**config.mk**
```make
export PLATFORM = sky130hd
export DESIGN_NAME = lsu
export DESIGN_NICKNAME = d
export VERILOG_FILES = /design/src/rtl/lsu_pkg.sv /design/src/rtl/lsu_align.sv /design/src/rtl/lsu.sv
export SDC_FILE = /design/constraint.sdc
export NUM_CORES = 1
export LEC_CHECK = 0
export BUFFER_PORTS_ARGS = -buffer_cell sky130_fd_sc_hd__buf_2
export CAP_MARGIN = 15
export CORE_MARGIN = 2
export CORE_UTILIZATION = 53
export CTS_BUF_LIST = sky130_fd_sc_hd__clkbuf_4
export CTS_CLUSTER_DIAMETER = 50
export DETAILED_ROUTE_END_ITERATION = 16
export PLACE_DENSITY_LB_ADDON = 0.12
export SLEW_MARGIN = 20
export SYNTH_ARGS = -nofsm -noshare
export SYNTH_HDL_FRONTEND = slang
export SYNTH_SLANG_ARGS = --single-unit
```
**constraint.sdc**
```tcl
create_clock -name clock -period 3 [get_ports clock]
set_input_delay 0.3 -clock clock [delete_from_list [all_inputs] [get_ports clock]]
set_output_delay 0.3 -clock clock [all_outputs]
set_load 0.1 [all_outputs]
```
**src/rtl/lsu_pkg.sv**
```systemverilog
// rtl/lsu_pkg.sv - LSU state encoding and funct3 size/sign codes shared with the decoder.
package lsu_pkg;

  typedef enum logic [1:0] {
    LSU_IDLE = 2'd0,
    LSU_REQ  = 2'd1,
    LSU_WAIT = 2'd2,
    LSU_RESP = 2'd3
  } lsu_state_e;

  localparam logic [2:0] FUNCT3_B  = 3'b000;
  localparam logic [2:0] FUNCT3_H  = 3'b001;
  localparam logic [2:0] FUNCT3_W  = 3'b010;
  localparam logic [2:0] FUNCT3_BU = 3'b100;
  localparam logic [2:0] FUNCT3_HU = 3'b101;

endpackage

```
**src/rtl/lsu_align.sv**
```systemverilog
// rtl/lsu_align.sv - Combinational store lane replication/strobes, load extract/extend,
// and misalignment/illegal-funct3 detection.
module lsu_align
  import lsu_pkg::*;
(
  input  logic [2:0]  funct3,
  input  logic        wen,
  input  logic [1:0]  offset,
  input  logic [31:0] wdata,
  input  logic [31:0] mem_rdata,
  output logic [31:0] mem_wdata,
  output logic [3:0]  mem_wstrb,
  output logic [31:0] load_data,
  output logic        access_err
);

  logic [31:0] shifted;
  logic [7:0]  byte_sel;
  logic [15:0] half_sel;

  assign shifted  = mem_rdata >> {offset, 3'b000};
  assign byte_sel = shifted[7:0];
  assign half_sel = shifted[15:0];

  // Narrow stores are replicated across lanes; the strobes pick the live bytes.
  always_comb begin
    mem_wdata = 32'd0;
    mem_wstrb = 4'd0;
    if (wen) begin
      case (funct3)
        FUNCT3_B: begin
          mem_wdata = {4{wdata[7:0]}};
          mem_wstrb = 4'b0001 << offset;
        end
        FUNCT3_H: begin
          mem_wdata = {2{wdata[15:0]}};
          mem_wstrb = 4'b0011 << offset;
        end
        FUNCT3_W: begin
          mem_wdata = wdata;
          mem_wstrb = 4'b1111;
        end
        default: begin
          mem_wdata = 32'd0;
          mem_wstrb = 4'd0;
        end
      endcase
    end
  end

  always_comb begin
    load_data = 32'd0;
    case (funct3)
      FUNCT3_B:  load_data = {{24{byte_sel[7]}}, byte_sel};
      FUNCT3_H:  load_data = {{16{half_sel[15]}}, half_sel};
      FUNCT3_W:  load_data = mem_rdata;
      FUNCT3_BU: load_data = {24'd0, byte_sel};
      FUNCT3_HU: load_data = {16'd0, half_sel};
      default:   load_data = 32'd0;
    endcase
  end

  // Unsigned sizes only exist for loads.
  always_comb begin
    access_err = 1'b1;
    case (funct3)
      FUNCT3_B:  access_err = 1'b0;
      FUNCT3_H:  access_err = offset[0];
      FUNCT3_W:  access_err = (offset != 2'b00);
      FUNCT3_BU: access_err = wen;
      FUNCT3_HU: access_err = wen | offset[0];
      default:   access_err = 1'b1;
    endcase
  end

endmodule

```
**src/rtl/lsu.sv**
```systemverilog
// rtl/lsu.sv - Load/store unit: request capture, bus handshake FSM, timeout abort,
// and one-cycle completion pulse back to the sequencer.
module lsu
  import lsu_pkg::*;
#(
  parameter int TIMEOUT_CYCLES = 255
) (
  input  logic        clock,
  input  logic        reset,
  input  logic        lsu_reqValid,
  input  logic        lsu_wen,
  input  logic [2:0]  funct3,
  input  logic [31:0] addr,
  input  logic [31:0] wdata,
  output logic        lsu_respValid,
  output logic        lsu_err,
  output logic [31:0] rdata,
  output logic        mem_reqValid,
  input  logic        mem_reqReady,
  output logic [31:0] mem_addr,
  output logic        mem_wen,
  output logic [31:0] mem_wdata,
  output logic [3:0]  mem_wstrb,
  input  logic        mem_respValid,
  input  logic [31:0] mem_rdata
);

  localparam int CW = $clog2(TIMEOUT_CYCLES + 1);

  lsu_state_e    state_q, state_d;
  logic [31:0]   addr_q, addr_d;
  logic [31:0]   wdata_q, wdata_d;
  logic [31:0]   rdata_q, rdata_d;
  logic [2:0]    funct3_q, funct3_d;
  logic          wen_q, wen_d;
  logic          err_q, err_d;
  logic [CW-1:0] cnt_q, cnt_d;

  logic          idle;
  logic          timeout;
  logic [2:0]    al_funct3;
  logic          al_wen;
  logic [1:0]    al_offset;
  logic [31:0]   al_wdata;
  logic [31:0]   al_mem_wdata;
  logic [3:0]    al_mem_wstrb;
  logic [31:0]   al_load;
  logic          al_err;

  assign idle    = (state_q == LSU_IDLE);
  assign timeout = (cnt_q == CW'(TIMEOUT_CYCLES - 1));

  // In IDLE the aligner checks the incoming request so errors resolve at capture.
  assign al_funct3 = idle ? funct3     : funct3_q;
  assign al_wen    = idle ? lsu_wen    : wen_q;
  assign al_offset = idle ? addr[1:0]  : addr_q[1:0];
  assign al_wdata  = idle ? wdata      : wdata_q;

  lsu_align u_align (
    .funct3     (al_funct3),
    .wen        (al_wen),
    .offset     (al_offset),
    .wdata      (al_wdata),
    .mem_rdata  (mem_rdata),
    .mem_wdata  (al_mem_wdata),
    .mem_wstrb  (al_mem_wstrb),
    .load_data  (al_load),
    .access_err (al_err)
  );

  always_comb begin
    state_d  = state_q;
    addr_d   = addr_q;
    wdata_d  = wdata_q;
    funct3_d = funct3_q;
    wen_d    = wen_q;
    err_d    = err_q;
    rdata_d  = rdata_q;
    cnt_d    = cnt_q;
    case (state_q)
      LSU_IDLE: begin
        if (lsu_reqValid) begin
          addr_d   = addr;
          wdata_d  = wdata;
          funct3_d = funct3;
          wen_d    = lsu_wen;
          cnt_d    = '0;
          err_d    = al_err;
          state_d  = al_err ? LSU_RESP : LSU_REQ;
        end
      end
      LSU_REQ: begin
        cnt_d = cnt_q + CW'(1);
        if (timeout) begin
          err_d   = 1'b1;
          state_d = LSU_RESP;
        end else if (mem_reqReady) begin
          state_d = LSU_WAIT;
        end
      end
      LSU_WAIT: begin
        cnt_d = cnt_q + CW'(1);
        // A response on the final allowed cycle still completes the access.
        if (mem_respValid) begin
          err_d   = 1'b0;
          state_d = LSU_RESP;
          if (!wen_q) begin
            rdata_d = al_load;
          end
        end else if (timeout) begin
          err_d   = 1'b1;
          state_d = LSU_RESP;
        end
      end
      LSU_RESP: begin
        state_d = LSU_IDLE;
      end
      default: begin
        state_d = LSU_IDLE;
      end
    endcase
  end

  always_ff @(posedge clock or negedge reset) begin
    if (!reset) begin
      state_q  <= LSU_IDLE;
      addr_q   <= 32'd0;
      wdata_q  <= 32'd0;
      funct3_q <= 3'd0;
      wen_q    <= 1'b0;
      err_q    <= 1'b0;
      rdata_q  <= 32'd0;
      cnt_q    <= '0;
    end else begin
      state_q  <= state_d;
      addr_q   <= addr_d;
      wdata_q  <= wdata_d;
      funct3_q <= funct3_d;
      wen_q    <= wen_d;
      err_q    <= err_d;
      rdata_q  <= rdata_d;
      cnt_q    <= cnt_d;
    end
  end

  assign lsu_respValid = (state_q == LSU_RESP);
  assign lsu_err       = (state_q == LSU_RESP) & err_q;
  assign rdata         = rdata_q;

  assign mem_reqValid  = (state_q == LSU_REQ);
  assign mem_addr      = mem_reqValid ? {addr_q[31:2], 2'b00} : 32'd0;
  assign mem_wen       = mem_reqValid & wen_q;
  assign mem_wdata     = mem_reqValid ? al_mem_wdata : 32'd0;
  assign mem_wstrb     = mem_reqValid ? al_mem_wstrb : 4'd0;

endmodule

```
### After elaboration in Yosys (flattened, before gate mapping)

Index checks and enable logic that the tools add are counted.

| cells by class | value |
|---|---|
| $add $sub $neg | 1 |
| $mul | 0 |
| div/mod/pow operators | 0 |
| $lt $le $gt $ge | 0 |
| eq/ne operators | 11 |
| shift-type cells | 3 |
| mux-type cells | 26 |
| bitwise gates (word level) | 4 |
| reduce and logical (&&, ||, !) cells | 11 |

Operators by type and width:

| cell | count |
|---|---|
| $pmux 32 s5 | 1 |
| $mux 32 | 4 |
| $pmux 32 s3 | 1 |
| $shr 32x5->16 | 1 |
| $pmux 8 s2 | 1 |
| $mux 2 | 7 |
| $pmux 4 s3 | 1 |
| $add 8x1->8 const B | 1 |
| $eq 8x8->1 const B | 1 |
| $mux 4 | 2 |
| $mux 8 | 1 |
| $pmux 2 s4 | 1 |
| $eq 3x3->1 const B | 2 |
| $reduce_and 2->1 | 3 |
| $reduce_and 3->1 | 2 |
| $pmux 1 s5 | 1 |
| $eq 2x2->1 const B | 2 |
| $mux 1 | 4 |
| $reduce_bool 2->1 | 2 |
| $shl 1x2->4 const A | 1 |
| $shl 2x2->4 const A | 1 |
| $eq 3x1->1 const B | 1 |
| $eq 3x2->1 const B | 1 |
| $logic_not 3->1 | 1 |
| other kinds (12) | 13 |

| storage, ports and cells | value |
|---|---|
| register bits | 111 |
| bits in latches | 0 |
| memory bits (writable) | 0 |
| ROM bits | 0 |
| input bits | 105 |
| output and inout bits | 104 |
| logic and storage cells | 64 |
| memories kept | 0 |

### Depth between registers and ports, before layout

| logic depth | value |
|---|---|
| word-level depth | 7 |
| depth in mapped cells | 11 |
| depth with buffers taken out | 7 |

### Modules after synthesis

Synthesis repeated with hierarchy kept, for this count alone.

| second synthesis, totals | value |
|---|---|
| cell total of the unflattened synthesis | 658 |
| area total of the unflattened synthesis | 6,740.2 um2 |

By module, submodules not included:

| module | times used | cells an instance | area each (um2) | sequential area each (um2) |
|---|---|---|---|---|
| lsu | 1 | 415 | 5,347.6 | 2,777.7 |
| lsu_align | 1 | 243 | 1,392.6 | 0.0 |

### Worst setup path after synthesis

Ideal clock, no wire load.

| timing | value |
|---|---|
| path kind | reg2out |
| start | reg state_q[1] |
| end | out mem_wdata[16] |
| arrival | 3.460 ns |
| path slack | -0.760 ns |
| stages on the path, launching flop included | 6 |
| path buffers | 0 |
| path through | dfrtp_1 inv_1 ha_1 nor2b_2 nand2_1 o22ai_1 |

RTL lines:

| item | line | source |
|---|---|---|
| from (decl) | lsu.sv:30 | `lsu_state_e state_q, state_d;` |
| from (signal assigned) | lsu.sv:135 | `state_q <= state_d;` |
| $eq 2x1->1 | lsu.sv:150 | `assign mem_reqValid = (state_q == LSU_REQ);` |
| net mem_reqValid | lsu.sv:18 | `output logic mem_reqValid,` |
| $mux 32 | lsu.sv:153 | `assign mem_wdata = mem_reqValid ? al_mem_wdata : 32'd0;` |
| to (decl) | lsu.sv:22 | `output logic [31:0] mem_wdata,` |

The timed path passes the listed nets, and every way through them passes these cells.

### Final worst setup path

| timing | value |
|---|---|
| start | reg state_q[0] |
| end | out mem_wdata[14] |

| on the way | value |
|---|---|
| cells in the longest elaborated chain, start to end | 6 |

RTL lines:

| item | line | source |
|---|---|---|
| $logic_not 2->1 | lsu.sv:50 | `assign idle = (state_q == LSU_IDLE);` |
| $mux 3 | lsu.sv:54 | `assign al_funct3 = idle ? funct3 : funct3_q;` |
| $eq 3x2->1 (tied with other cells) | lsu_align.sv:30 | `case (funct3)` |
| $pmux 32 s3 | lsu_align.sv:30 |  |
| $mux 32 | lsu_align.sv:29 | `if (wen) begin` |
| $mux 32 * | lsu.sv:153 |  |

Every way passes the cells marked *; elsewhere a longest branch is shown, timed or not.

==> out/results.txt <==
Of all cell types, the one taking the most synthesized area is dfrtp_1. The vertical die dimension is 114 um, and the number of nets in the finished design is 972. Registers take 2780 um2. Setup repair after global routing could not meet its margin everywhere. The post-detailed-route via-to-cell ratio came out at 5.81. For the signal arrival time at the worst endpoint, the log shows 2650 ps. The worst setup path is of the flip-flop to output port kind. The run gives 5,891 as the count of vias placed by the detailed router. Counting the fill cells in the layout gives 807.

For this design, the sink count on the clock tree is 111. The root cell of the clock tree is clkbuf_4. In this run the cell area of the synthesized design comes to 6370 um2.

The floorplan has 40 rows. Number of cells on the worst hold path: 2. The count of unique library cells instantiated by Yosys was 57; the violation count after the first detailed-route iteration was 385.

The antenna violation net count after detailed routing is 0, and the maximum buffer depth of the clock tree is 2. Of the cells placed in the final design, the portion with a size suffix greater than 1 is 47.4%. In this run the worst path has a maximum fanout of 8.

In this run the critical register-to-register path is launched from state_q[0]. The run gives 76.2% as the share of the core filled with cells in the final layout. The dominant register cell in the synthesized netlist is dfrtp_1. The area occupied by multi-input gates was 3590 um2. The commonest cells after synthesis are dfrtp_1 (111), mux2_2 (81), nand2_1 (55). The tools report the initial antenna violation count as 2.

After synthesis, the cell types taking the most area are dfrtp_1 (44%), mux2_2 (14%), mux2i_1 (5.3%). The tools report the end of the worst hold path as wdata_q[23]. Category of the worst setup path launch point: a flip-flop. The global-route usage over all layers came out at 30.0%.

Walking the worst path, the cells encountered are inv_2 -> ha_4 -> buf_4 -> mux2_2 -> a21oi_1 -> buf_4 -> a2bb2oi_1 -> nor2_2 -> buf_12. Count of warnings emitted by yosys: 0. The tools report the endpoint type of the worst setup path as an output port.

The peak per-stage delay on the critical path is 460 ps, and the count of input and output buffers is 206. Most common cell in the synthesized netlist: dfrtp_1. The maximum clock frequency came out at 0.339 GHz. The number of endpoints failing setup at the final stage is 0, and the number of global-route vias before repair is 6,039.

The dominant cell type by count on the critical path was buf_4. Launch point of the worst hold path: wdata[23]. Entering global routing, the biggest net connects 48 pins. Buffers inserted during clock tree synthesis total 9.

Counting flops with a built-in enable in the synthesized netlist gives 0. The worst pin sits at a relative slew slack of 47.1%. From left edge to right edge, the die measures 114 um. The cell with the largest stage delay on the worst path is dfrtp_1.

The synthesized design contains 111 register bits. The flow ran to the end, and the final reports show no timing, DRC or antenna violations. The tools report the count of final hold-check violations as 0. The die area is 12,900 um2. The tools report the routed length on met2 as 9350 um. The routed length per instance is 18.9 um, and the synthesized netlist cell count is 602.

The number of pins with negative max-slew slack in the final report is 0, and the detailed-router iteration count before antenna repair is 5. The later pin in the worst-skew pair is clocked with a latency of 510 ps. The area of the core region came out at 11,900 um2.

The depth of the CTS H-tree is 3. Averaged over all synthesized cells, the footprint is 10.6 um2. The sequential cell area fraction in the yosys report is 43.6%, and the final cycle utilization of the critical path is 98.2%. The initial core utilization was 53.7%. The tightest min-delay check is of the input pin to flip-flop type.

The worst-margin pin slew was 794 ps. Across the routed clock network, the largest skew measured is 11.0 ps. For the HPWL after detailed placement, the log shows 13,300 um. Max-cap violations in this run came to 0. The number of cells on the worst reg-to-reg path is 9. From synthesis to final layout, the design area changed by 41.9%.

The CTS clock-pin slew for the worst setup and hold paths was 170 ps. Counting I/O delays and the setup requirement, the final critical path takes 2950 ps. For this run, design rule violations remaining after detail routing come to 0.

For the worst setup path, the data required time is 2700 ps. The length of routed wiring on met1 was 7910 um; the wire length on met3 was 1370 um. After detailed routing, the total wire length is 19,100 um. In this run the critical register-to-register path is captured at rdata[14].

Share of the synthesized area in the top cell type: 43.6%. TritonCTS built the clock tree. The internal reg-to-reg setup slack was 430 ps. The fraction of synthesis flops using an asynchronous set or reset pin came out at 100%.

Routed signal wires occupy layers up through met5. The first global-routing pass estimated 30,500 um of wire. 209 I/O pins were placed.

For the final weighted congestion of routability-driven global placement, the log shows 0.910. The total overflow left after global routing is 0.
-- what timing repair did --
action | in CTS | in global routing
resized for setup | 13 | 13
buffers inserted | 9 | 3
hold buffers | 42 | 0
pin swaps | 2 | 1
gates cloned | 1 | 0
endpoints found under the hold margin | 86 | 0
endpoints found under the setup margin | 35 | 24
-- sequential cells by signal, indices dropped and copies added (netlist names) --
name and cells:
addr_q 32, rdata 32, wdata_q 32, cnt_q 8
funct3_q 3, state_q 2, err_q 1, wen_q 1
-- layer usage --
layer	global-route usage, %	vias up
met5	0	-
met4	11.8	2
met3	5.84	35
met2	50.3	242
met1	38.7	2889
li1	-	2723
-- cell type report --
cell class	count	share of cell area (%)
diodes	2	0.0554
clock buffers	9	0.748
clock inverters	7	0.623
inverters	5	0.208
multi-input cells	448	39.7
flip-flops and latches	111	30.7
well taps	147	2.03
repair buffers	285	25.9
-- layout by cell type (no fill, tap or decap), types with 6 or more instances in the layout --
cell type      count
o21ai_1           14
o21ai_0           20
buf_2            169
nor2_2            22
clkbuf_4           9
nor2_1            24
nand2b_1           9
a221oi_1          10
dlygate4sd3_1     42
nand3_1            6
a21oi_2            7
o211ai_1          11
a21oi_1            9
a32oi_1           19
dfrtp_1          111
mux2_2            81
buf_4             32
and3_1             8
a2bb2oi_1          6
and2_1            33
mux2i_1           30
nand2_1           51
o22ai_2            8
buf_12            39
-- per-stage QoR --
| step | setup TNS (ps) | cell area [um2] | setup WS [ps] | hold WS (ps) | std cells |
|---|---|---|---|---|---|
| 3_3_place_gp | 0 | 8260 | 369 | 352 | 941 |
| 3_5_place_dp | 0 | 8260 | 246 | 362 | 941 |
| 5_1_grt | -598 | 9040 | -39.2 | 7.24 | 1013 |
| 6_report | 0 | 9040 | 52.5 | 20.5 | 1014 |
| 2_1_floorplan | 0 | 6500 | 16.1 | 4.41 | 603 |
| 4_1_cts | 0 | 8950 | 17.7 | 0.894 | 1009 |
-- worst max-delay path: cells and delay by family (launching register included) --
| kind | cells | cell delay (ps) |
|---|---|---|
| buffers and inverters | 4 | 660 |
| and+or+nand+nor | 1 | 150 |
| muxes | 1 | 360 |
| DFF | 1 | 460 |
| AOI/OAI and AO/OA | 2 | 260 |
| adders and majority gates | 1 | 230 |
-- worst max-delay path by stage --
stage / slack [ps] / depth (start not counted) / startpoint / end
after floorplan: 20 / 9 / state_q[0] / mem_wdata[16]
after global placement: 370 / 7 / state_q[0] / mem_wdata[18]
after detailed placement: 250 / 7 / state_q[0] / mem_wdata[18]
after CTS: 20 / 10 / state_q[0] / mem_wdata[14]
after global routing: -40 / 10 / state_q[0] / mem_wdata[5]
final: 50 / 9 / state_q[0] / mem_wdata[14]
-- logic make-up after synthesis --
| kind of cell | count (synthesis) | synth area share [%] |
|---|---|---|
| buffers and inverters | 44 | 4.03 |
| AND/OR/NAND/NOR | 176 | 13.3 |
| multiplexers | 121 | 21.4 |
| other | 1 | 0.0589 |
| flip-flops | 111 | 43.6 |
| AO/OA/AOI/OAI | 142 | 16.2 |
| adder cells (fa/ha/maj) | 7 | 1.37 |
Power is not shown: default switching activity piles up to over one toggle a cycle in this logic, so the estimate is an artifact.
